### config.mk
export PLATFORM = sky130hd
export DESIGN_NAME = note_recorder_flat
export DESIGN_NICKNAME = d
export VERILOG_FILES = /design/src/rtl/note_recorder_if.sv /design/src/rtl/note_recorder.sv /design/src/flat_wrapper.sv
export SDC_FILE = /design/constraint.sdc
export NUM_CORES = 1
export LEC_CHECK = 0
export CAP_MARGIN = 0
export CORE_MARGIN = 3
export CORE_UTILIZATION = 60
export CTS_CLUSTER_DIAMETER = 50
export DETAILED_ROUTE_END_ITERATION = 16
export DONT_BUFFER_PORTS = 1
export PLACE_DENSITY_LB_ADDON = 0.2
export SYNTH_ARGS = -nofsm -noshare
export SYNTH_HDL_FRONTEND = slang
export SYNTH_SLANG_ARGS = --single-unit
### constraint.sdc
create_clock -name clk -period 4.5 [get_ports clk]
set_input_delay 0.675 -clock clk [delete_from_list [all_inputs] [get_ports clk]]
set_output_delay 0.675 -clock clk [all_outputs]
set_load 0.03 [all_outputs]
### src/rtl/note_recorder_if.sv
// note_recorder_if -- bus between the mode/keyboard side and the note recorder.
//   mode     : system mode (3'b100 record, 3'b101 replay, else idle)
//   key_note : live note code from keyboard decode (0 = silence)
//   note     : registered note code to the buzzer driver
//   rec_len  : number of valid stored slots
//   full     : recording stopped because memory filled
//   state    : recorder FSM state (00 idle, 01 rec, 10 play)
// master = controller/testbench side, slave = recorder side.
interface note_recorder_if;
  logic [2:0] mode;
  logic [4:0] key_note;
  logic [4:0] note;
  logic [6:0] rec_len;
  logic       full;
  logic [1:0] state;

  modport master (output mode, key_note, input note, rec_len, full, state);
  modport slave  (input mode, key_note, output note, rec_len, full, state);
endinterface

### src/rtl/note_recorder.sv
// note_recorder -- records one keyboard note per beat slot into a small memory
// and replays the stored sequence in a loop with a muted articulation gap at
// the end of every slot.
//   clk   : system clock, all state on posedge
//   rst_n : asynchronous active-low reset
//   bus   : note_recorder_if.slave (mode, key_note in; note, rec_len, full, state out)
// Parameters: PERIOD cycles per slot, GAP mute index within a slot, DEPTH slots.
module note_recorder #(
  parameter int PERIOD = 50000000,
  parameter int GAP    = 9*PERIOD/10,
  parameter int DEPTH  = 64
) (
  input logic            clk,
  input logic            rst_n,
  note_recorder_if.slave bus
);
  localparam int CW = (PERIOD > 1) ? $clog2(PERIOD) : 1;
  localparam int AW = (DEPTH > 1) ? $clog2(DEPTH) : 1;
  localparam logic [CW-1:0] BEAT_LAST = CW'(PERIOD-1);
  localparam logic [CW-1:0] BEAT_GAP  = CW'(GAP);
  localparam logic [6:0]    LEN_LAST  = 7'(DEPTH-1);

  typedef enum logic [1:0] {S_IDLE = 2'b00, S_REC = 2'b01, S_PLAY = 2'b10} state_t;

  state_t          state_q, state_d;
  logic [CW-1:0]   beat;
  logic [5:0]      rd_ptr;
  logic [6:0]      rec_len;
  logic            full;
  logic            halted;   // memory filled while mode still says record
  logic [4:0]      note_q;
  logic [4:0]      mem [DEPTH];

  logic rec_mode, play_mode, tick, last_wr;

  assign rec_mode  = (bus.mode == 3'b100);
  assign play_mode = (bus.mode == 3'b101);
  assign tick      = (state_q != S_IDLE) && (beat == BEAT_LAST);
  // Slot write that fills the memory; it also ends the recording.
  assign last_wr   = (state_q == S_REC) && tick && (rec_len == LEN_LAST);

  always_comb begin
    state_d = S_IDLE;
    if (play_mode)
      state_d = S_PLAY;
    else if (rec_mode && !halted && !last_wr)
      state_d = S_REC;
  end

  always_ff @(posedge clk or negedge rst_n)
    if (!rst_n) state_q <= S_IDLE;
    else        state_q <= state_d;

  always_ff @(posedge clk or negedge rst_n) begin
    if (!rst_n) begin
      beat    <= '0;
      rd_ptr  <= '0;
      rec_len <= '0;
      full    <= 1'b0;
      halted  <= 1'b0;
      note_q  <= '0;
    end else begin
      case (state_q)
        S_REC:   note_q <= bus.key_note;
        S_PLAY:  note_q <= (rec_len != 7'd0 && beat < BEAT_GAP) ? mem[rd_ptr[AW-1:0]] : 5'd0;
        default: note_q <= 5'd0;
      endcase

      // The halt only lasts until mode leaves record; a fresh record entry re-arms.
      if (!rec_mode)    halted <= 1'b0;
      else if (last_wr) halted <= 1'b1;

      if (state_q == S_REC && tick) begin
        rec_len <= rec_len + 7'd1;
        if (last_wr) full <= 1'b1;
      end

      if (state_q == S_PLAY && tick && rec_len != 7'd0)
        rd_ptr <= ({1'b0, rd_ptr} == rec_len - 7'd1) ? 6'd0 : rd_ptr + 6'd1;

      // Entry actions take priority over the in-state updates above.
      if (state_d != state_q) begin
        beat <= '0;
        if (state_d == S_REC) begin
          rec_len <= '0;
          full    <= 1'b0;
        end
        if (state_d == S_PLAY) rd_ptr <= '0;
      end else if (state_q != S_IDLE) begin
        beat <= tick ? '0 : beat + 1'b1;
      end
    end
  end

  // Write pointer always equals rec_len while recording, so rec_len addresses
  // the next free slot directly.
  always_ff @(posedge clk)
    if (state_q == S_REC && tick)
      mem[rec_len[AW-1:0]] <= bus.key_note;

  assign bus.note    = note_q;
  assign bus.rec_len = rec_len;
  assign bus.full    = full;
  assign bus.state   = state_q;
endmodule

### src/flat_wrapper.sv
// flat-port wrapper written by rule: the top's interface ports become plain ports
module note_recorder_flat 
#(
  parameter int PERIOD = 50000000,
  parameter int GAP    = 9*PERIOD/10,
  parameter int DEPTH  = 64
)
  (clk, rst_n, bus_mode, bus_key_note, bus_note, bus_rec_len, bus_full, bus_state);
  note_recorder_if bus_i ();
  input logic clk;
  input logic rst_n;
  input wire logic [$bits(bus_i.mode)-1:0] bus_mode;
  input wire logic [$bits(bus_i.key_note)-1:0] bus_key_note;
  output wire logic [$bits(bus_i.note)-1:0] bus_note;
  output wire logic [$bits(bus_i.rec_len)-1:0] bus_rec_len;
  output wire logic [$bits(bus_i.full)-1:0] bus_full;
  output wire logic [$bits(bus_i.state)-1:0] bus_state;
  assign bus_i.mode = bus_mode;
  assign bus_i.key_note = bus_key_note;
  assign bus_note = bus_i.note;
  assign bus_rec_len = bus_i.rec_len;
  assign bus_full = bus_i.full;
  assign bus_state = bus_i.state;
  note_recorder #(.PERIOD(PERIOD), .GAP(GAP), .DEPTH(DEPTH)) u_core (.clk(clk), .rst_n(rst_n), .bus(bus_i));
endmodule
==> results of run 1 <==
-- cell usage in the layout, fill, tap and decap left out, drive strengths merged, types with 5 or more instances in the layout --
cell type,Yosys,final
nor2b,5,5
o21ai,13,13
nor2,115,115
mux2,12,12
nor3,12,12
xnor2,10,10
clkinv,0,16
clkbuf,21,43
xor2,25,25
nand2,42,42
and2,5,5
a21oi,33,33
nand3,26,26
and3,5,5
o221ai,7,7
nand4,10,10
o211ai,9,9
a211oi,7,7
mux2i,43,43
mux4,59,59
ha,8,8
nor4,8,8
dfrtp,48,48
nand2b,12,12
or4,6,6
edfxtp,320,320
inv,10,13
o22ai,16,16
a22oi,11,11
buf,29,11
-- power groups by stage --
stage          clock, mW  sequential (mW)  combinational (mW)
4_1_cts             3.17             3.74              0.0769
2_1_floorplan          0             3.81              0.0514
6_report            3.14             3.74              0.0764
3_5_place_dp           0             3.82              0.0646
3_3_place_gp           0             3.82              0.0638
5_1_grt             3.32             3.75              0.0876
-- worst max-delay path, cell delays in order (launching register included) --
cell and delay [ns]:
dfrtp_1 0.62, inv_1 0.17, ha_1 0.25, nor2b_1 0.33
nand3_1 0.32, nor3_4 0.47, nand2_1 0.11, or4b_1 0.89
nor2_2 0.40
-- final timing paths --
check	end	start	cells after the start	slack (ns)
setup / recovery	u_core.mem[20][1]	u_core.bus.state[1]	8	0.62
hold / removal	u_core.bus.note[4]	rst_n	1	0.001
setup reg to reg	u_core.mem[20][1]	u_core.bus.state[1]	8	0.62
hold reg to reg	u_core.bus.state[0]	u_core.halted	1	0.54
max in group asynchronous	u_core.beat[5]	rst_n	1	4.27
min in group clk	u_core.bus.state[0]	bus_mode[0]	1	0.23
-- routing by layer --
layer  vias to the layer above  share of wire (%)
li1                       3760                  -
met1                      4335                 41
met2                       362                 48
met3                        66                7.7
met4                         0                2.7
met5                         -                  0
-- logic make-up (layout without fill, tap and decap cells) --
| logic type | after synthesis | in the layout | share of synthesized area (%) |
|---|---|---|---|
| XOR/XNOR | 35 | 35 | 1.99 |
| adder cells (fa/ha/maj) | 8 | 8 | 0.651 |
| flip-flops | 368 | 368 | 70.3 |
| AO/OA/AOI/OAI | 111 | 111 | 4.71 |
| multiplexers | 114 | 114 | 12.3 |
| AND/OR/NAND/NOR | 266 | 266 | 8.40 |
| buffers and inverters | 60 | 91 | 1.68 |
-- registers in the layout (all words and copies together) (netlist names) --
register            flops
u_core.beat            26
u_core.bus.rec_len      7
u_core.halted           1
u_core.bus.note         5
u_core.bus.state        2
u_core.mem            320
u_core.rd_ptr           6
u_core.bus.full         1
-- final cells by class --
type                       instances  share of cell area, %
clock inverter                    27                   1.62
sequential                       368                   63.8
inverter                          10                  0.221
clock buffer                      43                   5.84
multi-input combinational        534                   25.5
timing repair buffer              11                  0.679
tap                              324                   2.39
-- per-stage QoR --
stage	instances	util (%)	area, um2	hold slack (ns)	total power, mW
CTS	1317	68.5	17000	0.00415	6.99
global placement	1246	63.3	15700	0.380	3.88
finish	1317	68.5	17000	0.00122	6.96
global route	1317	68.5	17000	0.0138	7.15
floorplan	962	-	15400	0.379	3.86
detailed placement	1246	63.3	15700	0.381	3.88
==> results.json, run 1 <==
{
  "p_switching_mw": 1.38,
  "vias": 8523,
  "period_minus_slack_ns": 3.88,
  "n_fill_cell": 1622,
  "die_w_um": 166,
  "ctsResizeCount": 0,
  "htreeDepth": 2,
  "rsz0062_at_grt": "false",
  "drt_pass1_iterations": 5,
  "worstSetupStartpointType": "register",
  "hold_class": "in -> async",
  "clkLatencyLatePin_ns": 0.53,
  "area_delta_synth_final_pct": 10.2,
  "yosys-top-cells-area": "edfxtp_1 (62%), mux4_2 (8.6%), dfrtp_1 (7.8%), mux2i_1 (2.8%), nor2_1 (2.6%)",
  "path_max_fanout": 10,
  "gp_congestion": 0.873,
  "syn-num-nets": 980,
  "combPwrFrac_pct": 1.1,
  "use_met1_pct": 35.6,
  "layout_setup_ws_ns": 0.625,
  "synth_top_cell_by_area": "edfxtp_1",
  "start_util_pct": 62.2,
  "hold_violations": 0,
  "io_pins": 25,
  "endpoint_kind": "register",
  "critPathKind": "reg -> reg",
  "ant_nets": 0,
  "die-area_um2": 27600,
  "pre_cts_slack_ns": 0.661,
  "relSlewSlack_pct": 22.4,
  "synth_area_um2": 15400,
  "grt_pass1_vias": 8397,
  "cts_setup_buffers": 0,
  "drive_gt1_share_pct": 16.0,
  "grt_util_all_layers_pct": 24.5,
  "finalSetupViolCount": 0,
  "synth_most_common_cell": "edfxtp_1",
  "wirelength_mm": 33.8,
  "cts.hold.buffers_added": 1,
  "grtUsageMet2_pct": 38.4,
  "die_h_um": 166,
  "hpwl_mm": 20.8,
  "std_cell_rows": 57,
  "synth_top_flop_cell": "edfxtp_1",
  "maxCapViolCount": 0,
  "cts.clk_slew.worst_paths_ns": 0.06,
  "coreArea_um2": 24700,
  "fin_tns_setup_ns": 0,
  "seqPwrFrac_pct": 53.8,
  "synthCells": 962,
  "vdd_drop_max_uv": 408,
  "ys_seq_area_share_pct": 70.3,
  "max_freq_mhz": 258,
  "clk_path_buf_depth": 3,
  "drt_iter0_drc": 963,
  "synth_top_area_share_pct": 62.4,
  "ys_top_cells_by_count": "edfxtp_1 (320), nor2_1 (107), mux4_2 (59)",
  "switching_share_pct": 19.8,
  "tightest_slew_ns": 1.16,
  "cp.arrival_ns": 4.08,
  "tritoncts": "yes",
  "multi_input_area_um2": 4320,
  "outcome": "complete, no violations",
  "register_area_um2": 10800,
  "synth_edf_count": 320,
  "clkPwrFrac_pct": 45.1,
  "grt_pass1_wl_mm": 51.5,
  "power.internal_mw": 5.59,
  "drcViolationCount": 0,
  "synth.distinct_cells": 52,
  "antenna_found_initial": 0,
  "clock_skew_ns": 0.0176,
  "via_per_inst": 6.47,
  "synthArstFlopShare_pct": 13.0,
  "clock-sinks": 368,
  "power_leakage_nw": 5.40,
  "met3_usage_pct": 4.76,
  "drv_slew": 0,
  "root_buffer": "clkbuf_16",
  "grt_start_max_net_pins": 66,
  "busiest_layer": "met2",
  "yosys_warnings": 0,
  "crit_required_ns": 4.70,
  "p_per_area_nw_per_um2": 411,
  "diodes": 0,
  "synth_seq_cells": 368,
  "nets": 982,
  "cts_inserted_buffers": 39,
  "gr-total-overflow": 0,
  "place.port_buffers": 0,
  "routedWlPerCell_um": 25.6,
  "avgSynthCellArea_um2": 16.0,
  "min_period_over_period_pct": 86.1
}
Note: power is estimated with default switching activity, not from simulation.
==> run 2, diff against run 1 <==
Clock period 4.5 ns to 4.27 ns, I/O delays scaled along.
==> results.json, run 2 (synthesis gave the netlist of run 1 again) <==
{
  "outcome": "complete, no violations",
  "worstSetupStartpointType": "register",
  "gp_congestion": 0.833,
  "hp-start": "bus_mode[0]",
  "tritoncts": "yes",
  "cts.clk_slew.worst_paths_ns": 0.06,
  "dp.cells": 1249,
  "crit_chain": "inv_1 > ha_1 > nor2b_1 > nand3_1 > nor3_4 > nand2_1 > or4b_1 > nor2_2",
  "clock-sinks": 368,
  "ant_nets": 0,
  "start_util_pct": 62.2,
  "max_freq_mhz": 259,
  "layout_setup_ws_ns": 0.409,
  "p_per_area_nw_per_um2": 434,
  "coreArea_um2": 24700,
  "drv_slew": 0,
  "routedWlPerCell_um": 26.3,
  "period_minus_slack_ns": 3.86,
  "via_per_inst": 6.67,
  "pre_cts_slack_ns": 0.463,
  "clk_path_buf_depth": 3,
  "critPathKind": "reg -> reg",
  "cp.arrival_ns": 4.06,
  "place.port_buffers": 0,
  "reg2reg_slack_ns": 0.41,
  "std_cell_rows": 57,
  "r2r_cells": 8,
  "power_leakage_nw": 5.43,
  "clock_skew_ns": 0.0201,
  "max_stage_delay_ns": 0.84,
  "gr-total-overflow": 0,
  "total_power_mw": 7.38,
  "rsz0062_at_grt": "false",
  "min_period_over_period_pct": 90.4,
  "met3_length_mm": 3.21,
  "grt_pass1_wl_mm": 53.9,
  "grt_util_all_layers_pct": 25.3,
  "hold_class": "in -> reg",
  "wirelength_mm": 34.7,
  "largest_reg_flops": 320,
  "wl_met1_mm": 14.2,
  "die_w_um": 166,
  "drt_pass1_iterations": 5,
  "r2r_start": "u_core.bus.state[1]",
  "tightest_slew_ns": 1.03,
  "whs_path_depth": 1,
  "drive_gt1_share_pct": 16.0,
  "maxCapViolCount": 0,
  "fin_tns_setup_ns": 0,
  "drt_iter0_drc": 1085,
  "relSlewSlack_pct": 31.4,
  "worstHoldEndpoint": "u_core.bus.state[0]",
  "endpoint_kind": "register",
  "top_layer_used": "met5",
  "io_pins": 25,
  "clkLatencyLatePin_ns": 0.53,
  "path_max_fanout": 10,
  "grt_pass1_vias": 8709,
  "layout_common_cells": "edfxtp_1 (320), nor2_1 (107), mux4_2 (59)",
  "final_cells": 1319,
  "htreeDepth": 2,
  "nets": 986,
  "die_h_um": 166,
  "vias": 8794,
  "met2_length_mm": 16.2,
  "final_common_cell": "edfxtp_1",
  "drcViolationCount": 0,
  "diodes": 0,
  "crit_slowest_cell": "or4b_1",
  "vdd_drop_max_uv": 412,
  "die-area_um2": 27600,
  "cts_setup_buffers": 0,
  "grt_start_max_net_pins": 66,
  "finalSetupViolCount": 0,
  "regToRegEndpoint": "u_core.mem[12][4]",
  "root_buffer": "clkbuf_16",
  "antenna_found_initial": 1,
  "area_delta_synth_final_pct": 10.6,
  "crit_required_ns": 4.47,
  "hpwl_mm": 21.4,
  "hold_violations": 0,
  "cts_inserted_buffers": 39
}
run 2: worst max path at each step:
stage | start | endpoint
finish | u_core.bus.state[1] | u_core.mem[12][4]
global route | u_core.bus.state[1] | u_core.mem[36][4]
CTS | u_core.bus.state[1] | u_core.mem[12][4]
detailed placement | u_core.bus.state[1] | u_core.mem[12][4]
global placement | u_core.bus.state[1] | u_core.mem[20][3]
floorplan | u_core.bus.state[1] | u_core.mem[12][0]
run 2: metrics by stage:
step	hold WS [ns]	util, %	area, um2
finish	0.193	68.8	17000
global placement	0.346	63.5	15700
detailed placement	0.346	63.5	15700
CTS	0.182	68.8	17000
global route	0.189	68.8	17000
floorplan	0.345	-	15400
run 2: critical path: cells and delay by family (launching register included):
family,cells,cell delay [ns]
adders and majority gates,1,0.25
buffers and inverters,1,0.17
DFF,1,0.63
and+or+nand+nor,6,2.48
run 2: final cells by class:
class / count / area, um2
clock buffers: 43 / 991
clock inverters: 25 / 269
fillers: 1561 / 7730
inverters: 10 / 37.5
multi-input cells: 534 / 4320
flip-flops and latches: 368 / 10800
well taps: 324 / 405
repair buffers: 15 / 173
run 2: repair_timing:
item,in CTS,in global routing
gates resized for setup,0,0
endpoints found under the hold margin,48,0
hold buffers,2,0
run 2: metal layers:
layer | vias to the layer above | global-route usage (%)
li1 | 3768 | -
met2 | 493 | 39.0
met3 | 89 | 4.78
met1 | 4442 | 37.6
met4 | 2 | 8.03
met5 | - | 0
run 2: power by group:
group          switching, mW  leakage (nW)  internal, mW  total [mW]
clock                   1.36         0.612          1.98        3.34
combinational         0.0565          1.28        0.0308      0.0872
sequential            0.0258          3.54          3.92        3.95
